File: src/rtl/regfile_wb_arbiter_pkg.sv
// Register-file geometry shared by the writeback arbiter and the register file,
// plus the round-robin priority encoding.
package regfile_wb_arbiter_pkg;

    localparam int RF_DATA_W = 32;
    localparam int RF_ADDR_W = 5;
    localparam int RF_NREG   = 1 << RF_ADDR_W;

    typedef enum logic {
        PRIO_ALU  = 1'b0,
        PRIO_LOAD = 1'b1
    } prio_e;

    function automatic prio_e other_side(input prio_e side);
        return (side == PRIO_ALU) ? PRIO_LOAD : PRIO_ALU;
    endfunction

endpackage

File: src/rtl/wb_rr_arbiter.sv
// Two-way round-robin grant with priority flop; grant is combinational (0 cycles).
// The losing requester sees no grant and must hold its request.
module wb_rr_arbiter
    import regfile_wb_arbiter_pkg::*;
(
    input  logic       clk,
    input  logic       reset,
    input  logic [1:0] req_vld_i,
    output logic [1:0] gnt_o
);

    prio_e prio_q;
    prio_e prio_d;

    always_comb begin
        gnt_o = 2'b00;
        if (!reset) begin
            if (req_vld_i == 2'b11) begin
                gnt_o = (prio_q == PRIO_ALU) ? 2'b01 : 2'b10;
            end else begin
                gnt_o = req_vld_i;
            end
        end
    end

    // The side just served yields priority to the other one.
    always_comb begin
        prio_d = prio_q;
        if (|gnt_o) begin
            prio_d = other_side(gnt_o[1] ? PRIO_LOAD : PRIO_ALU);
        end
    end

    always_ff @(posedge clk) begin
        if (reset) begin
            prio_q <= PRIO_ALU;
        end else begin
            prio_q <= prio_d;
        end
    end

endmodule

File: src/rtl/regfile_wb_arbiter.sv
// Shares the register-file write port between ALU and load writeback; write lands 1 cycle after grant.
// Losing requester is held off via ready=0; pending scoreboard lets decode stall on busy sources.
module regfile_wb_arbiter
    import regfile_wb_arbiter_pkg::*;
#(
    parameter int DATA_W = RF_DATA_W,
    parameter int ADDR_W = RF_ADDR_W,
    parameter int NREG   = RF_NREG
) (
    input  logic              clk,
    input  logic              reset,
    input  logic              req0_valid,
    input  logic [ADDR_W-1:0] req0_reg,
    input  logic [DATA_W-1:0] req0_data,
    output logic              req0_ready,
    input  logic              req1_valid,
    input  logic [ADDR_W-1:0] req1_reg,
    input  logic [DATA_W-1:0] req1_data,
    output logic              req1_ready,
    input  logic              issue_valid,
    input  logic [ADDR_W-1:0] issue_reg,
    input  logic [ADDR_W-1:0] readReg1,
    input  logic [ADDR_W-1:0] readReg2,
    output logic              busy1,
    output logic              busy2,
    output logic [ADDR_W-1:0] writeReg,
    output logic [DATA_W-1:0] writeData,
    output logic              RegWrite
);

    logic [1:0]        gnt;
    logic              reg_wr_q,  reg_wr_d;
    logic [ADDR_W-1:0] wr_reg_q,  wr_reg_d;
    logic [DATA_W-1:0] wr_dat_q,  wr_dat_d;
    logic [NREG-1:0]   pending_q, pending_d;

    wb_rr_arbiter u_arb (
        .clk       (clk),
        .reset     (reset),
        .req_vld_i ({req1_valid, req0_valid}),
        .gnt_o     (gnt)
    );

    assign req0_ready = gnt[0];
    assign req1_ready = gnt[1];

    always_comb begin
        reg_wr_d = |gnt;
        wr_reg_d = wr_reg_q;
        wr_dat_d = wr_dat_q;
        if (gnt[0]) begin
            wr_reg_d = req0_reg;
            wr_dat_d = req0_data;
        end else if (gnt[1]) begin
            wr_reg_d = req1_reg;
            wr_dat_d = req1_data;
        end
    end

    // Set after clear so a newly issued producer outlives a same-cycle commit.
    always_comb begin
        pending_d = pending_q;
        if (reg_wr_q) begin
            pending_d[wr_reg_q] = 1'b0;
        end
        if (issue_valid) begin
            pending_d[issue_reg] = 1'b1;
        end
    end

    always_ff @(posedge clk) begin
        if (reset) begin
            reg_wr_q  <= 1'b0;
            wr_reg_q  <= '0;
            wr_dat_q  <= '0;
            pending_q <= '0;
        end else begin
            reg_wr_q  <= reg_wr_d;
            wr_reg_q  <= wr_reg_d;
            wr_dat_q  <= wr_dat_d;
            pending_q <= pending_d;
        end
    end

    assign busy1     = reset ? 1'b0 : pending_q[readReg1];
    assign busy2     = reset ? 1'b0 : pending_q[readReg2];
    assign RegWrite  = reg_wr_q;
    assign writeReg  = wr_reg_q;
    assign writeData = wr_dat_q;

endmodule
File: config.mk
export PLATFORM = sky130hd
export DESIGN_NAME = regfile_wb_arbiter
export DESIGN_NICKNAME = d
export VERILOG_FILES = /design/src/rtl/regfile_wb_arbiter_pkg.sv /design/src/rtl/wb_rr_arbiter.sv /design/src/rtl/regfile_wb_arbiter.sv
export SDC_FILE = /design/constraint.sdc
export NUM_CORES = 1
export LEC_CHECK = 0
export ABC_AREA = 1
export CAP_MARGIN = 25
export CORE_MARGIN = 4
export CORE_UTILIZATION = 41
export DETAILED_ROUTE_END_ITERATION = 10
export PLACE_DENSITY = 0.77
export SYNTH_ARGS = -nofsm -noshare
export SYNTH_HDL_FRONTEND = slang
export SYNTH_SLANG_ARGS = --single-unit
File: constraint.sdc
create_clock -name clk -period 1.1 [get_ports clk]
set_input_delay 0.11 -clock clk [delete_from_list [all_inputs] [get_ports clk]]
set_output_delay 0.11 -clock clk [all_outputs]
set_load 0.005 [all_outputs]
# Word-level counts from Yosys, hierarchy flattened
# Cells that the tools add are included.
# totals
reg_bits,71
in_bits,94
output_inout_bits,42
word_cells,40
# classes
n_lt_le_gt_ge,6
n_eq_ne,1
muxes,21
n_bitwise,3
n_reduce_logical,4
# ops
cell,count
32-bit two-way mux,4
32-bit bitwise AND,1
32-bit inverter,1
32-bit OR,1
5-bit by 6-bit < comparator with 1-bit output (second input constant),4
1-bit binary-select mux with 5-bit select,2
1-bit demux with 5-bit select,2
5-bit by 1-bit >= comparator with 1-bit output (second input constant),2
5-bit two-way mux,2
1-bit two-way mux,8
2-bit two-way mux,3
2-bit == test (second input constant),1
1-bit logical AND,2
2-bit nonzero test,1
2-bit OR reduction,1

# Logic depth before layout (Yosys ltp)
# depth
ltp_word,9
ltp_mapped,11
ltp_nobuf,9

# Cells and area by module
# From an unflattened synthesis, not the netlist that was laid out.
# hier_totals
cells_unflattened,618
hier_area_um2,3902.5
# modules_own_cells
module,n_inst,cells_each,area_each_um2,seq_area_each_um2
regfile_wb_arbiter,1,605,3834.9,1401.3
wb_rr_arbiter,1,13,67.6,20.0

# Worst setup path after synthesis
# Ideal clock, no wire load.
# synth_timing
kind,reg2reg
startpoint,register u_arb.prio_q
endpoint,register wr_dat_q[24] (netlist: writeData[24])
setup_time_ps,116
arrival_ps,1111
required_time_ps,984
path_slack_ps,-127
path_stages_with_launch,10
path_buffers,2
synth_period_minus_slack_ps,1227
cell_sequence,dfxtp_1 > nand2_1 > nand3_2 > inv_2 > nor2_2 > inv_2 > buf_6 > buf_6 > o211ai_1 > inv_1
# synth_between
elab_chain_cells,4
word_cells_on_any_way,5
cone_classes,4 x mux; 1 x reduce/logical
# synth_rtl
item,line_no,rtl
start: declaration,wb_rr_arbiter.sv:12,prio_e prio_q;
start signal: assignment,wb_rr_arbiter.sv:38,prio_q <= prio_d;
2-bit two-way mux (*),wb_rr_arbiter.sv:19,gnt_o = (prio_q == PRIO_ALU) ? 2'b01 : 2'b10;
2-bit two-way mux (*),wb_rr_arbiter.sv:18,if (req_vld_i == 2'b11) begin
2-bit two-way mux (*),wb_rr_arbiter.sv:17,if (!reset) begin
32-bit two-way mux / 2-bit nonzero test (equally long branches),-,
end signal: assignment,regfile_wb_arbiter.sv:80,wr_dat_q <= wr_dat_d;
end: declaration,regfile_wb_arbiter.sv:34,"logic [DATA_W-1:0] wr_dat_q, wr_dat_d;"
# Every way passes the cells marked *; elsewhere a longest branch is shown, timed or not.
# A chain may end at the register's enable or synchronous reset.

# Worst setup path in the final report
# layout_timing
startpoint,register u_arb.prio_q
endpoint,register wr_dat_q[20] (netlist: writeData[20])
# Same word-level chain as after synthesis.

==> results.py <==
metrics = {
    "outcome": {
        "outcome": "finished with violations",
        "failed_checks": "setup timing",
    },
    "worst_setup_path": {
        "crit_path_top_delay_cell": "dfxtp_2",
        "arrival_ns": 1.92,
        "crit_path_max_fanout": 7,
        "worstPathRequired_ns": 1.33,
        "r2r_setup_slack_ns": -0.59,
        "crit_path_cell_trace": "nand2_2, nand3_2, inv_2, buf_6, nor2_4, inv_6, buf_6, buf_16, o211ai_1, inv_1",
        "crit_start": "u_arb.prio_q",
        "cp-start-kind": "register",
        "cp_top_family": "buffers and inverters",
        "crit_top_cell": "buf_6",
        "crit_buf_inv": 6,
        "end_kind": "register",
        "slowest_delay_ns": 0.36,
        "crit_type": "reg -> reg",
        "r2r_start": "u_arb.prio_q",
    },
    "flow_run": {
        "cap_violations": 0,
    },
    "timing": {
        "final-setup-viol-count": 48,
        "hold_viol_final": 0,
        "setup_ws_ns": -0.5935,
        "holdWs_ns": 0.4282,
        "skew_ns": 0.01324,
        "fin_crit_ns": 1.694,
        "drv_slew": 0,
        "fin_crit_sh_pct": 154.0,
        "relSlewSlack_pct": 74.85,
        "max_freq_ghz": 0.5905,
        "worstMarginPinSlew_ns": 0.3772,
        "rsz0062_at_grt": "true",
    },
    "cells_and_area": {
        "multiInputGateArea_um2": 2401,
        "fillers": 572,
        "diodes": 0,
        "finalInstanceArea_um2": 6898,
        "final_nets": 870,
        "drive_gt1_share_pct": 34.83,
        "seq_area_um2": 1498,
        "area_growth_syn_to_layout_pct": 76.93,
    },
    "detailed_routing": {
        "dr_wl_met3_mm": 1.719,
        "wl_per_cell_um": 19.68,
        "drt_iter0_drc": 378,
        "drtAntennaViolNets": 0,
        "routed_wl_mm": 17.91,
        "first_pass_iters": 5,
        "drc": 0,
        "wl_met2_mm": 9.030,
        "via_count": 5134,
        "vias_per_cell": 5.642,
        "highest_layer": "met4",
        "wl_met1_mm": 6.608,
    },
    "floorplanning": {
        "dieArea_um2": 11130,
        "fp.dieW_um": 105.5,
        "core_um2": 9240,
        "io_pins": 136,
        "die_y_um": 105.5,
        "start_util_pct": 42.19,
        "rows": 35,
    },
    "synthesis": {
        "ys_types": 21,
        "async_reset_ff_share_pct": 0,
        "syn_area_um2": 3899,
        "synth_top_area_share_pct": 36.46,
        "synth_edf_count": 0,
        "synth_warnings": 0,
        "syn_inst": 578,
        "ys_ff_latch": 71,
        "synth_common_cells": "114 x nand2_1, 82 x nor2_1, 71 x dfxtp_1",
        "synth.most_common_cell": "nand2_1",
        "ys_top_cells_by_area": "dfxtp_1 36%, nand2_1 11%, nor2_1 7.9%, nand3_1 6.9%, o21ai_0 5.6%",
        "ys_seq_area_share_pct": 36.46,
        "synth_area_per_cell_um2": 6.745,
        "syn_nets": 672,
        "synth_top_area_cell": "dfxtp_1",
        "synthFlopType": "dfxtp_1",
    },
    "global_route": {
        "grt_overflow": 0,
        "grt_pass1_wl_mm": 25.50,
        "grt_max_degree": 34,
        "grt_pass1_vias": 5100,
        "grt_usage_pct": 28.65,
        "antenna_found_initial": 0,
    },
    "clocking": {
        "clk_latency_ns": 0.35,
        "cts_root_buf": "clkbuf_8",
        "tritoncts": "built",
        "cts_sinks": 71,
        "cts-buffers-inserted": 9,
        "htree_num_levels": 3,
        "clockBufferDepth": 2,
        "cts.clk_slew.worst_paths_ns": 0.08,
    },
    "pwr": {
        "p_leak_nw": 2.956,
        "pwr_density_cell_nw_per_um2": 1084,
        "vdd_drop_max_uv": 668.5,
    },
    "placement": {
        "post_dp_cell_area_um2": 5667,
        "place_congestion": 0.9246,
        "port_buffers": 135,
        "hpwl_mm": 9.718,
    },
    "hold_path": {
        "hold_path_class": "in -> reg",
        "hold_start": "issue_reg[2]",
    },
}
## tightest hold or removal path, delay by kind of cell
family          cells  cell delay, ns
compound gates      1            0.05
buf+inv             3            0.47
simple gates        2            0.09
## sequential cells by signal (all words and copies together) (netlist names)
name          cells
RegWrite          1
writeReg          5
pending_q        32
u_arb.prio_q      1
writeData        32
## power breakdown
group / switching (mW) / internal [mW]
clock network: 1.05 / 1.33
registers: 0.128 / 2.73
logic: 1.08 / 1.16
total: 2.26 / 5.22
## layer usage
metal | vias up | global-route usage (%)
met4 | 0 | 11.29
met3 | 63 | 8.818
li1 | 2314 | -
met1 | 2422 | 31.92
met2 | 335 | 50.77
met5 | - | 0
## timing repair
action | in CTS | in global routing
buffers inserted | 20 | 6
setup endpoints to repair | 111 | 90
pin swaps | 25 | 18
endpoints found under the hold margin | 0 | 0
hold buffers | 0 | 0
resized for setup | 217 | 103
gates cloned | 11 | 1
## path summary, 6_finish.rpt
path	to	depth (start not counted)
worst max-delay path	writeData[20]	10
worst min-delay path	pending_q[19]	6
worst max register to register	writeData[20]	10
worst min register to register	pending_q[0]	2
## cell usage in the layout, fill, tap and decap left out, types with 11 or more instances in the layout
cell	n
o21ai_2	24
nor2_2	26
nand3_1	44
a21oi_1	36
o211ai_2	11
dfxtp_1	24
inv_1	47
o211ai_1	25
clkdlybuf4s50_1	86
dlygate4sd2_1	32
nor2_1	41
buf_12	11
buf_16	11
buf_4	47
nor2_4	16
dfxtp_2	40
nand2_1	110
o21ai_1	43
buf_6	13
## logic make-up (layout without fill, tap and decap cells)
family | count (synthesis) | in the layout | share of synthesized area (%)
buffers and inverters | 95 | 298 | 11.62
AO/OA/AOI/OAI | 150 | 150 | 24.42
AND/OR/NAND/NOR | 262 | 262 | 27.50
flip-flops | 71 | 71 | 36.46
## cell type report
cell class | instances | share of cell area, %
tap | 129 | 2.340
clock buffer | 10 | 1.995
multi-input combinational | 412 | 34.81
clock inverter | 6 | 1.215
timing repair buffer | 219 | 34.23
sequential | 71 | 21.71
inverter | 63 | 3.700
## per-stage QoR
step                instances  util, %  power, mW  setup slack, ns  setup TNS (ns)
detailed placement        859    61.33      4.525          -0.9433          -34.59
floorplan                 578        -      3.581         -0.09982          -3.380
CTS                       903    71.41      7.127          -0.4101          -13.05
finish                    910    74.65      7.479          -0.5935          -18.81
global placement          859    61.33      4.487          -0.9110          -32.11
global route              910    74.65      7.699          -0.6568          -21.13
Power figures use the tool's default switching activity.
==> RTL edit 1: new RTL, same flow settings <==
Change the package constant `RF_ADDR_W` from 5 to 7.
--- a/src/rtl/regfile_wb_arbiter_pkg.sv
+++ b/src/rtl/regfile_wb_arbiter_pkg.sv
@@ -3,7 +3,7 @@
 package regfile_wb_arbiter_pkg;
 
     localparam int RF_DATA_W = 32;
-    localparam int RF_ADDR_W = 5;
+    localparam int RF_ADDR_W = 7;
     localparam int RF_NREG   = 1 << RF_ADDR_W;
 
     typedef enum logic {
Ports: changed (6 resized); port bits go from 136 to 148. No check against the original RTL was run, so the function may have changed too.
==> RTL edit 1 against the unedited design <==
The run still ends with negative setup slack left. Sequential cell count is 98 higher. First-iteration DRC count grew to 4.5 times the old value. Global-route usage is 5.7 points higher. Final cell count is 130% higher. Synthesized area is 150% higher. Total power is 130% higher. Worst setup slack worse by 270 ps. Via count is 150% higher. Routed wire length grew to 2.8 times the old value. Final area is 130% higher. Clock power grew to 2.6 times the old value. Critical endpoint is now busy1. Largest power group unchanged.
==> RTL edit 1: results (changes against the unedited design) <==
routedWlPerCell_um: 23.7  # was 19.7 um
first_pass_iters: 6  # was 5
whs_ps: 227  # was 428 ps
wl_met3_mm: 6.01  # was 1.72 mm
setup-tns-final_ps: -85830  # was -18810 ps
dp_worst_setup_slack_ps: -1270  # was -943 ps
synth-seq-area-share_pct: 35.4  # was 36.5%
crit_path_end_kind: "output pin"  # was flip-flop
via_per_inst: 6.12  # was 5.64
drt_iter0_markers: 1706  # was 378
p_leak_nw: 6.14  # was 2.96 nW
crit_arrival_ps: 1850  # was 1920 ps
top_layer: "met4"  # unchanged
nets: 1865  # was 870
place_area_um2: 12200  # was 5670 um2
dp_hpwl_mm: 25.7  # was 9.72 mm
ys_top_cells_by_area: "dfxtp_1 (35%), nand2_1 (21%), nand3_1 (14%)"  # was dfxtp_1 (36%), nand2_1 (11%), nor2_1 (7.9%)
cp-startpoint: "pending_q[107]"  # was u_arb.prio_q
synthTopCellsByCount: "nand2_1 (525), nand3_1 (274), dfxtp_1 (169), a21oi_1 (128), o21ai_0 (128)"  # was nand2_1 (114), nor2_1 (82), dfxtp_1 (71), inv_1 (55), nand3_1 (54)
fillers: 1653  # was 572
synth_nets: 1606  # was 672
wl_met2_mm: 22.0  # was 9.03 mm
worst_pin_slew_ps: 584  # was 377 ps
worstHoldStart: "reset"  # was issue_reg[2]
layout-drive-gt1-share_pct: 42.4  # was 34.8%
outcome: "finished, violations left"  # unchanged
hold_depth: 3  # was 6
reg2reg_to: "writeReg[1]"  # was writeData[20]
track_usage_pct: 34.4  # was 28.7%
path_class: "flip-flop to output pin"  # was flip-flop to flip-flop
fin_ws_ps: -862  # was -594 ps
grt_pass1_wl_mm: 69.5  # was 25.5 mm
grt_max_degree: 101  # was 34
globalplace.congestion: 0.987  # was 0.925
cts_made_buffers: 17  # was 9
violations: "negative setup slack"  # unchanged
skew_ps: 21.7  # was 13.2 ps
cts_max_level: 4  # was 3
hold_path_end: "pending_q[110]"  # was pending_q[19]
ff2ff_setup_slack_ps: -650  # was -590 ps
rr_worst_depth: 11  # was 10
grt_pass1_vias: 12300  # was 5100
cp_max_fo: 3  # was 7
vdd_drop_max_uv: 698  # was 669 uV
setup_viol: 179  # was 48
netlist-cell-type-count: 22  # was 21
-- RTL edit 1: cell count changes in the layout (fill, tap and decap cells not counted), moves of 28 or more --
cell	delta
dlygate4sd2_1	-28
buf_6	+30
o21ai_1	-29
nand3_1	+171
a21oi_1	+65
nand3_2	+41
nand2_1	+330
buf_2	+30
nand2_4	+51
nand2_2	+30
buf_12	+29
dfxtp_2	+70
o21ai_2	+81
buf_4	+44
-- RTL edit 1: per-stage QoR --
step / power, mW / cells
finish: 17.1 / 2087
global route: 17.5 / 2087
CTS: 16.4 / 2076
detailed placement: 9.54 / 1973
global placement: 9.50 / 1973
floorplan: 8.06 / 1502
-- RTL edit 1: worst max-delay path by stage --
stage | endpoint | slack, ps | depth (start not counted)
global placement | busy2 | -1270 | 12
floorplan | writeData[0] | -200 | 10
finish | busy1 | -860 | 11
global route | busy1 | -960 | 11
CTS | busy1 | -730 | 11
detailed placement | busy2 | -1270 | 13
-- RTL edit 1: area by class of cell --
class	count	area (um2)	share of cell area (%)
Clock inverter	13	129	0.824
Timing Repair inverter	4	40.0	0.256
Sequential cell	169	3560	22.8
Timing Repair Buffer	339	3800	24.3
Inverter	82	384	2.46
Clock buffer	19	464	2.97
Tap cell	313	392	2.50
Multi-Input combinational cell	1148	6870	43.9
-- RTL edit 1: power breakdown --
part	switching [mW]	total (mW)	internal, mW
clock	3.01	6.21	3.20
sequential	0.155	6.45	6.29
combinational	2.52	4.46	1.94
-- RTL edit 1: repair_timing --
item,4_1_cts,5_1_grt
buffers inserted,53,28
hold endpoints to repair,1,0
endpoints found under the setup margin,212,189
cloned,22,3
hold buffers,1,0
gates resized for setup,552,291
pin swaps,98,103
-- RTL edit 1: logic make-up (layout without fill, tap and decap cells) --
| family | after synthesis | in the layout | synth area share [%] |
|---|---|---|---|
| AO/OA/AOI/OAI | 297 | 297 | 16.6 |
| flip-flops | 169 | 169 | 35.4 |
| AND/OR/NAND/NOR | 851 | 851 | 39.0 |
| buffers and inverters | 185 | 457 | 8.90 |
-- RTL edit 1: layer usage --
layer | vias to the layer above | track usage, %
li1 | 5556 | -
met4 | 0 | 23.3
met3 | 314 | 11.5
met5 | - | 0
met1 | 5920 | 39.4
met2 | 992 | 54.3
-- RTL edit 1: worst max-delay path: cells and delay by family (launching register included) --
| family | cells | cell delay [ps] |
|---|---|---|
| simple gates | 10 | 900 |
| flops | 1 | 370 |
| buf+inv | 1 | 140 |
==> RTL edit 2: new RTL, same settings <==
Made on the original files. `wr_dat_q` and `pending_q` no longer have a reset.
--- a/src/rtl/regfile_wb_arbiter.sv
+++ b/src/rtl/regfile_wb_arbiter.sv
@@ -72,14 +72,15 @@
         if (reset) begin
             reg_wr_q  <= 1'b0;
             wr_reg_q  <= '0;
-            wr_dat_q  <= '0;
-            pending_q <= '0;
         end else begin
             reg_wr_q  <= reg_wr_d;
             wr_reg_q  <= wr_reg_d;
-            wr_dat_q  <= wr_dat_d;
-            pending_q <= pending_d;
         end
+    end
+
+    always_ff @(posedge clk) begin
+        wr_dat_q  <= wr_dat_d;
+        pending_q <= pending_d;
     end
 
     assign busy1     = reset ? 1'b0 : pending_q[readReg1];
Behaviour: not the same (Yosys sat finds a counterexample within 4 cycles, from zero or initial values and one cycle with reset high).
==> RTL edit 2 against the unedited design <==
The run still ends with negative setup slack left. Global-route usage fell by 1.1 points. Via count fell by 16%. Routed wire length fell by 14%. Synthesized cell count fell by 19%. Synthesized area fell by 8.7%. Total power rose by 8.3%. Worst setup slack improved by 210 ps. Sequential cell count did not move. First-iteration DRC count fell by 6.6%. Final area fell by 9.8%. Non-clock buffer count fell by 31. Maximum frequency rose by 14%. Largest power group unchanged. Highest routed layer unchanged.
==> RTL edit 2: results (changes against the unedited design) <==
skew_ps: 16.1  # was 13.2 ps
pwr-share-seq_pct: 44.5  # was 38.1%
fin_ws_ps: -386  # was -594 ps
fillers: 550  # was 572
synth_edf_count: 32  # was 0
finalHoldViolCount: 0  # unchanged
ys_top_cells_by_area: "edfxtp_1 (27%), dfxtp_1 (22%), nand2_1 (19%)"  # was dfxtp_1 (36%), nand2_1 (11%), nor2_1 (7.9%)
yosys_warnings: 0  # unchanged
antenna_cells: 0  # unchanged
cts_buffer_depth: 2  # unchanged
cts_made_buffers: 9  # unchanged
netlist-cell-type-count: 21  # unchanged
layout-drive-gt1-share_pct: 35.2  # was 34.8%
synthTopCellsByCount: "nand2_1 (177), nand3_1 (70), o21ai_0 (66), dfxtp_1 (39), edfxtp_1 (32)"  # was nand2_1 (114), nor2_1 (82), dfxtp_1 (71), inv_1 (55), nand3_1 (54)
seqCellArea_um2: 1800  # was 1500 um2
track_usage_pct: 27.5  # was 28.7%
clk_latency_ps: 360
vdd_drop_max_uv: 911  # was 669 uV
p_leak_nw: 2.76  # was 2.96 nW
outcome: "finished, violations left"  # unchanged
synth_cells: 467  # was 578
cp_max_fo: 3  # was 7
via_per_inst: 5.70  # was 5.64
drt_iter0_markers: 353  # was 378
setup-tns-final_ps: -16420  # was -18810 ps
dp_hpwl_mm: 9.06  # was 9.72 mm
grt_antenna_before_repair: 0  # unchanged
synth_nets: 561  # was 672
slew_headroom_pct: 81.6  # was 74.9%
switching_share_pct: 31.3  # was 30.2%
numPortBuffers: 135  # unchanged
grt_pass1_wl_mm: 21.6  # was 25.5 mm
first_pass_iters: 6  # was 5
synth-async-reset-ratio_pct: 0  # unchanged
cts_max_level: 3  # unchanged
layoutNonFillerInstCount: 759  # was 910
nets: 743  # was 870
root_buffer: "clkbuf_8"  # unchanged
path_clk_slew_ps: 70
globalplace.congestion: 1.09  # was 0.925
synth_ff_type: "dfxtp_1"  # unchanged
routedWlPerCell_um: 20.3  # was 19.7 um
dp.cells: 718  # was 859
grt_max_degree: 18  # was 34
violations: "negative setup slack"  # unchanged
setup_viol: 81  # was 48
synth-seq-area-share_pct: 48.9  # was 36.5%
pwr-share-comb_pct: 27.2  # was 30.0%
grt_pass1_vias: 4215  # was 5100
crit_arrival_ps: 1380  # was 1920 ps
hold_class: "primary input to flip-flop"  # unchanged
place_area_um2: 5180  # was 5670 um2
RTL edit 2: logic make-up after synthesis:
| logic type | Yosys count | share of synthesized area, % |
|---|---|---|
| buffers and inverters | 47 | 7.34 |
| AO/OA/AOI/OAI | 80 | 12.5 |
| flip-flops | 71 | 48.9 |
| AND/OR/NAND/NOR | 269 | 31.3 |
RTL edit 2: layout make-up:
type	instances	area share (%)
timing repair buffer	188	32.3
multi-input combinational	349	30.9
sequential	71	28.9
clock buffer	13	3.24
inverter	30	2.17
tap	105	2.11
clock inverter	3	0.302
RTL edit 2: final timing paths:
| path | startpoint | slack (ps) | cells after the start | to |
|---|---|---|---|---|
| max | pending_q[18] | -390 | 9 | busy1 |
| max reg2reg | u_arb.prio_q | -330 | 8 | writeReg[3] |
| min | reset | 10 | 2 | u_arb.prio_q |
| min reg2reg | pending_q[3] | 510 | 2 | pending_q[3] |
RTL edit 2: critical path: stages, from the launching register on:
cell and delay (ps):
dfxtp_1 410, nand2_1 80, nand3_1 70, nand3_1 60, nand2_1 60, nand2_1 50, nand3_1 60, nand2_1 50
nor2_1 90, buf_2 110
RTL edit 2: routing by layer:
layer / vias up / share of wire [%] / global-route usage, %
met5: - / 0 / 0
met4: 0 / 6.7 / 14.1
met3: 90 / 10 / 7.64
met2: 305 / 50 / 48.5
met1: 2003 / 33 / 30.1
li1: 1932 / - / -
RTL edit 2: stage by stage:
step	hold WS (ps)	setup slack, ps	total power [mW]
after CTS	354	-415	7.79
after global placement	466	-838	5.15
after global routing	3.18	-525	8.41
after floorplan	172	-55.4	4.22
final	10.5	-386	8.10
after detailed placement	488	-861	5.22
RTL edit 2: what timing repair did:
action | in CTS | in global routing
gates resized for setup | 211 | 128
pin swaps | 26 | 12
setup endpoints to repair | 110 | 125
setup buffers | 12 | 6
gates cloned | 12 | 0
